## src/rtl/divider_pkg.sv

```systemverilog
// Shared definitions for the sequential signed divider: FSM state codes,
// default operand width and the saturation values used on divide-by-zero
// and MIN/-1 overflow.
package divider_pkg;

  localparam int DEFAULT_WIDTH = 18;

  // FSM state encoding.
  localparam logic [1:0] ST_IDLE = 2'd0;
  localparam logic [1:0] ST_CALC = 2'd1;
  localparam logic [1:0] ST_DONE = 2'd2;

  // Largest positive two's complement value of a given width.
  function automatic logic [63:0] max_pos(input int width);
    return (64'd1 << (width - 1)) - 64'd1;
  endfunction

  // Most negative two's complement value of a given width (bit pattern).
  function automatic logic [63:0] min_neg(input int width);
    return 64'd1 << (width - 1);
  endfunction

  // Saturation constants at the default width.
  localparam logic [DEFAULT_WIDTH-1:0] MAX_POS = DEFAULT_WIDTH'(max_pos(DEFAULT_WIDTH));
  localparam logic [DEFAULT_WIDTH-1:0] MIN_NEG = DEFAULT_WIDTH'(min_neg(DEFAULT_WIDTH));

endpackage

```

## src/rtl/divider_step.sv

```systemverilog
// One restoring-division stage: shift the next dividend bit into the
// partial remainder, subtract the divisor if it fits, report the quotient bit.
module divider_step #(
  parameter int WIDTH = 18
) (
  input  logic [WIDTH:0]   rem_in,
  input  logic             bit_in,
  input  logic [WIDTH-1:0] divisor,
  output logic [WIDTH:0]   rem_out,
  output logic             q_bit
);

  logic [WIDTH+1:0] shifted;
  logic [WIDTH+1:0] diff;

  // Trial subtraction; the borrow out of the top bit says "divisor did not fit".
  // The partial remainder is always below the divisor magnitude, so the
  // shifted value never reaches the top bit and the borrow test is exact.
  always_comb begin
    shifted = {rem_in, bit_in};
    diff    = shifted - {2'b00, divisor};
    q_bit   = ~diff[WIDTH+1];
    rem_out = q_bit ? diff[WIDTH:0] : shifted[WIDTH:0];
  end

endmodule

```

## src/rtl/divider.sv

```systemverilog
// Iterative signed divider, radix-2 restoring, one quotient bit per clock.
// Operands are converted to magnitudes on accept, the unsigned division
// runs for WIDTH cycles, and the sign correction and saturation cases are
// applied on the final iteration edge.
module divider
  import divider_pkg::*;
#(
  parameter int WIDTH = DEFAULT_WIDTH
) (
  input  logic             i_Clock,
  input  logic             i_Reset_n,
  input  logic             i_Valid,
  output logic             o_Ready,
  input  logic [WIDTH-1:0] i_Dividend,
  input  logic [WIDTH-1:0] i_Divisor,
  output logic             o_Valid,
  input  logic             i_Ready,
  output logic [WIDTH-1:0] o_Quotient,
  output logic [WIDTH-1:0] o_Remainder,
  output logic             o_DivByZero,
  output logic             o_Overflow
);

  localparam int               CNT_W    = $clog2(WIDTH);
  localparam logic [CNT_W-1:0] CNT_LAST = CNT_W'(WIDTH - 1);
  localparam logic [CNT_W-1:0] CNT_ONE  = CNT_W'(1);
  localparam logic [WIDTH-1:0] SAT_MAX  = WIDTH'(max_pos(WIDTH));
  localparam logic [WIDTH-1:0] SAT_MIN  = WIDTH'(min_neg(WIDTH));

  logic [1:0]       state;
  logic [WIDTH-1:0] dvd_sh;     // dividend magnitude shifting out, quotient shifting in
  logic [WIDTH-1:0] dsr_mag;    // divisor magnitude
  logic [WIDTH:0]   rem;        // partial remainder
  logic [CNT_W-1:0] cnt;
  logic             neg_q;      // operand signs differ
  logic             neg_r;      // dividend was negative
  logic             div_zero;
  logic             ovf;

  logic [WIDTH:0]   rem_next;
  logic             q_bit;
  logic [WIDTH-1:0] dvd_abs;
  logic [WIDTH-1:0] dsr_abs;
  logic [WIDTH-1:0] q_mag;
  logic [WIDTH-1:0] q_final;
  logic [WIDTH-1:0] r_final;
  logic             is_div_zero;
  logic             is_ovf;

  assign o_Ready = (state == ST_IDLE);
  assign o_Valid = (state == ST_DONE);

  divider_step #(.WIDTH(WIDTH)) u_step (
    .rem_in  (rem),
    .bit_in  (dvd_sh[WIDTH-1]),
    .divisor (dsr_mag),
    .rem_out (rem_next),
    .q_bit   (q_bit)
  );

  // Operand magnitudes and special-case detection at the input port.
  // |MIN| wraps back to the MIN bit pattern, which is the correct unsigned magnitude.
  always_comb begin
    dvd_abs     = i_Dividend[WIDTH-1] ? -i_Dividend : i_Dividend;
    dsr_abs     = i_Divisor[WIDTH-1]  ? -i_Divisor  : i_Divisor;
    is_div_zero = (i_Divisor == '0);
    is_ovf      = (i_Dividend == SAT_MIN) && (i_Divisor == '1);
  end

  // Final result: sign correction of the last iteration, then saturation.
  // With a zero divisor every trial subtraction succeeds, so the remainder
  // accumulates the whole dividend magnitude and sign-corrects back to the
  // dividend; only the quotient needs overriding.
  // NOTE: every combinational output gets a value on every path (default
  // first, overrides after) so no latch is inferred.
  always_comb begin
    q_mag   = {dvd_sh[WIDTH-2:0], q_bit};
    q_final = neg_q ? -q_mag : q_mag;
    r_final = neg_r ? -rem_next[WIDTH-1:0] : rem_next[WIDTH-1:0];
    if (div_zero) begin
      q_final = neg_r ? SAT_MIN : SAT_MAX;
    end else if (ovf) begin
      q_final = SAT_MAX;
    end
  end

  // FSM, iteration datapath and registered outputs.
  // NOTE: sequential state uses non-blocking assignments only, so every
  // register samples the pre-edge values regardless of statement order.
  always_ff @(posedge i_Clock or negedge i_Reset_n) begin
    if (!i_Reset_n) begin
      state       <= ST_IDLE;
      dvd_sh      <= '0;
      dsr_mag     <= '0;
      rem         <= '0;
      cnt         <= '0;
      neg_q       <= 1'b0;
      neg_r       <= 1'b0;
      div_zero    <= 1'b0;
      ovf         <= 1'b0;
      o_Quotient  <= '0;
      o_Remainder <= '0;
      o_DivByZero <= 1'b0;
      o_Overflow  <= 1'b0;
    end else begin
      case (state)
        ST_IDLE: begin
          if (i_Valid) begin
            neg_r    <= i_Dividend[WIDTH-1];
            neg_q    <= i_Dividend[WIDTH-1] ^ i_Divisor[WIDTH-1];
            dvd_sh   <= dvd_abs;
            dsr_mag  <= dsr_abs;
            rem      <= '0;
            cnt      <= CNT_LAST;
            div_zero <= is_div_zero;
            ovf      <= is_ovf;
            state    <= ST_CALC;
          end
        end
        ST_CALC: begin
          rem    <= rem_next;
          dvd_sh <= {dvd_sh[WIDTH-2:0], q_bit};
          cnt    <= cnt - CNT_ONE;
          if (cnt == '0) begin
            o_Quotient  <= q_final;
            o_Remainder <= r_final;
            o_DivByZero <= div_zero;
            o_Overflow  <= ovf;
            state       <= ST_DONE;
          end
        end
        ST_DONE: begin
          if (i_Ready) begin
            o_DivByZero <= 1'b0;
            o_Overflow  <= 1'b0;
            state       <= ST_IDLE;
          end
        end
        default: state <= ST_IDLE;
      endcase
    end
  end

endmodule

```

## config.mk

```make
export PLATFORM = sky130hd
export DESIGN_NAME = divider
export DESIGN_NICKNAME = d
export VERILOG_FILES = /design/src/rtl/divider_pkg.sv /design/src/rtl/divider_step.sv /design/src/rtl/divider.sv
export SDC_FILE = /design/constraint.sdc
export NUM_CORES = 1
export LEC_CHECK = 0
export ABC_AREA = 1
export BUFFER_PORTS_ARGS = -buffer_cell sky130_fd_sc_hd__buf_4
export CAP_MARGIN = 20
export CORE_UTILIZATION = 54
export DETAILED_ROUTE_END_ITERATION = 10
export PLACE_DENSITY_LB_ADDON = 0.2
export SYNTH_ARGS = -nofsm -noshare
export SYNTH_HDL_FRONTEND = slang
export SYNTH_SLANG_ARGS = --single-unit
```

## constraint.sdc

```tcl
create_clock -name i_Clock -period 2.75 [get_ports i_Clock]
set_input_delay 0.1375 -clock i_Clock [delete_from_list [all_inputs] [get_ports i_Clock]]
set_output_delay 0.1375 -clock i_Clock [all_outputs]
set_load 0.01 [all_outputs]
```

==> run_results.csv <==
group,metric,value,unit
outcome,outcome,"finished clean",
logic_synthesis,syn-instance-count,1051,
critical_path,worstSetupStartpoint,"rem[2]",
floorplan,chipHeight,120,um
drt,drc,0,
timing,finClkSkew,13.2,ps
critical_path,cp-endpoint,"o_Remainder[11]",
global_routing,grt_max_degree,54,
placed_design,dpl.hpwl,16.1,mm
critical_path,critPathMaxStageDelay,460,ps
timing,fin_crit_sh,97.1,%
drt,drt_first_pass_iters,7,
critical_path,reg2regPathDepth,18,
floorplan,pin_count,80,
finish,num-nets-final,1257,
logic_synthesis,synth-simple-area-share,30.4,%
floorplan,die_x,120,um
placed_design,dp_slack,-50.3,ps
clocking,clockBufferDepth,2,
placed_design,place.gp.congestion,0.923,
timing,worst_pin_slew,762,ps
floorplan,start_util,56.1,%
timing,whs,97.6,ps
logic_synthesis,yosys_warnings,0,
timing,slew_viol_final,0,
logic_synthesis,synth_edf_count,0,
critical_path,path_delay_family,"simple AND/OR/NAND/NOR gates",
critical_path,cp_max_fo,15,
logic_synthesis,syn_area_per_cell,7.15,um^2
critical_path,critPathRequiredTime,3010,ps
critical_path,endpoint_kind,"flop",
logic_synthesis,synth_top_area_share,34.6,%
drt,drtIter0Drc,554,
timing,setup_violations,0,
hold_path,hold_path_class,"in2reg",
logic_synthesis,synth_top_family_by_area,"simple AND/OR/NAND/NOR gates",
clocking,clkLatencyLatePin,360,ps
critical_path,crit_chain,"ha_4, nand2_2, nor2_2, nand2_1, nand3b_4, nand3_4, nand2_4, nand2_4, buf_8, nand2_1, nand2_2, nand3_4, nor2_4, nand4_1, nand2_1, nand2_1, nand3_1, nand2_1",
critical_path,reg2reg_slack,80,ps
logic_synthesis,synth-seq-cells,104,
logic_synthesis,synth_area_leaders,"dfrtp_1, nand2_1, inv_1, o21ai_0, ha_1",
finish,n_antenna_cell,0,
finish,area_growth,26.3,%
logic_synthesis,synth_most_common_cell,"nand2_1",
clocking,cts-htree-levels,3,
global_routing,globalRouteOverflowTotal,0,
clocking,cts_buffers,9,
logic_synthesis,synth_compound_area_share,17.2,%
power_and_ir_drop,vdd_drop_max,0.626,mV
drt,drt-total-wl,21.6,mm
logic_synthesis,yosys.area.top_type,"dfrtp_1",
clocking,clock_sinks,104,
floorplan,std_cell_rows,42,
critical_path,worstPathArrival,2930,ps
logic_synthesis,synth_cell_type_count,54,
logic_synthesis,synthAdderAreaFrac,4.93,%
drt,vias_per_cell,5.55,
critical_path,rr_startpoint,"rem[2]",
logic_synthesis,synth_xor_area_share,3.96,%
floorplan,die-area,14400,um^2
timing,fin_ws,80.1,ps
drt,routedWlPerCell,15.8,um
logic_synthesis,synth-async-reset-ratio,100,%
logic_synthesis,muxShareOfSynthArea,0,%
critical_path,crit_top_cell,"nand2_1",
drt,final_antenna_net_count,0,
logic_synthesis,ys_seq_area_share,34.6,%
critical_path,cp-start-kind,"flop",
global_routing,antenna_found_initial,0,
power_and_ir_drop,p_leak,4.73,nW
logic_synthesis,synth.net_count,1120,
critical_path,path_buf_inv,1,
power_and_ir_drop,p_per_area,1550,nW/um^2
timing,hold_viol_final,0,
clocking,cts_tree,"built",
placed_design,port_buffers,79,
global_routing,grt_usage,30.6,%
finish,drive_gt1_share,24.6,%
critical_path,timing.rr.end,"o_Remainder[11]",
logic_synthesis,synthesis.area,7520,um^2
logic_synthesis,synth_top_flop_cell,"dfrtp_1",
critical_path,crit_slowest_cell,"dfrtp_1",
clocking,root_buffer,"clkbuf_16",
timing,relSlewSlack,49.2,%
critical_path,critical_path_class,"reg2reg",
timing,rsz0062_at_grt,"yes",
global_routing,grt_pass1_wl,34.7,mm
flow_run,maxCapViolCount,0,
timing,fmax,375,MHz
timing,finalSetupTns,0,ps
timing,fin_crit,2670,ps
critical_path,cp.depth,18,
global_routing,grt_pass1_vias,7103,
floorplan,coreArea,13400,um^2
clocking,path_clk_slew,80,ps
logic_synthesis,synth_common_cells,"nand2_1, inv_1, dfrtp_1",
drt,num_vias,7597,
==> cell type report <==
type                       count  area (um^2)
multi-input combinational    779         4610
fill                        1093         3910
sequential                   104         2610
timing repair buffer         159         1240
inverter                     135          509
clock buffer                   9          225
tap                          176          220
clock inverter                 7         80.1
==> per-stage QoR <==
step / area (um^2) / power (W) / utilization (%) / instances
2_1_floorplan: 7520 / 0.00868 / - / 1051
3_3_place_gp: 8650 / 0.0117 / 64.5 / 1335
3_5_place_dp: 8650 / 0.0119 / 64.5 / 1335
4_1_cts: 9050 / 0.0134 / 67.5 / 1354
5_1_grt: 9490 / 0.0159 / 70.8 / 1369
6_report: 9490 / 0.0147 / 70.8 / 1369
==> what timing repair did <==
| action | 4_1_cts | 5_1_grt |
|---|---|---|
| buffers inserted | 1 | 16 |
| endpoints found under the hold margin | 52 | 0 |
| setup endpoints to repair | 7 | 30 |
| pin swaps | 3 | 37 |
| resized for setup | 7 | 88 |
| hold buffers | 2 | 0 |
==> worst min-delay path by stage <==
stage	from	to	slack (ps)	depth (start not counted)
after floorplan	i_Reset_n	cnt[0]	-160	0
after global placement	i_Reset_n	dsr_mag[6]	210	1
after detailed placement	i_Reset_n	dsr_mag[5]	220	1
after CTS	i_Divisor[0]	dsr_mag[0]	90	3
after global routing	i_Divisor[11]	dsr_mag[11]	110	3
final	i_Divisor[0]	dsr_mag[0]	100	3
==> flip-flops by register name, summed over array words and instances, names as in the netlist <==
register / cells
rem: 19
dsr_mag: 18
dvd_sh: 18
o_Quotient: 18
o_Remainder: 18
cnt: 5
state: 2
div_zero: 1
neg_q: 1
neg_r: 1
o_DivByZero: 1
o_Overflow: 1
ovf: 1
==> worst min-delay path: stages <==
cell	delay (ps)
buf_4	120
inv_1	70
o21ai_0	80
==> layout by cell type (no fill, tap or decap), types with 16 or more instances in the layout <==
master     count
o21ai_0       84
nand2_2       43
buf_4        152
o22ai_1       19
a21oi_1       45
nor3_1        23
inv_2         16
xor2_1        20
nand2_1      254
nand3_1       60
inv_1        115
a2bb2oi_1     17
nor2_1        57
dfrtp_1       99
==> where the power goes <==
group | internal (W) | switching, W
sequential | 0.00219 | 0.000622
combinational | 0.00445 | 0.00612
clock | 0.000714 | 0.000621
==> kinds of logic after synthesis <==
| kind of cell | Yosys count |
|---|---|
| AND/OR/NAND/NOR | 499 |
| XOR/XNOR | 34 |
| buffers and inverters | 168 |
| flip-flops | 104 |
| adder cells (fa/ha/maj) | 29 |
| AO/OA/AOI/OAI | 217 |
==> routing by layer <==
layer / track usage (%) / vias up / routed length, um
li1: - / 3756 / -
met1: 39.2 / 3549 / 9480
met2: 51.2 / 245 / 10500
met3: 5.04 / 47 / 1060
met4: 12.3 / 0 / 598
met5: 0 / - / 0
Power figures use the tool's default switching activity.
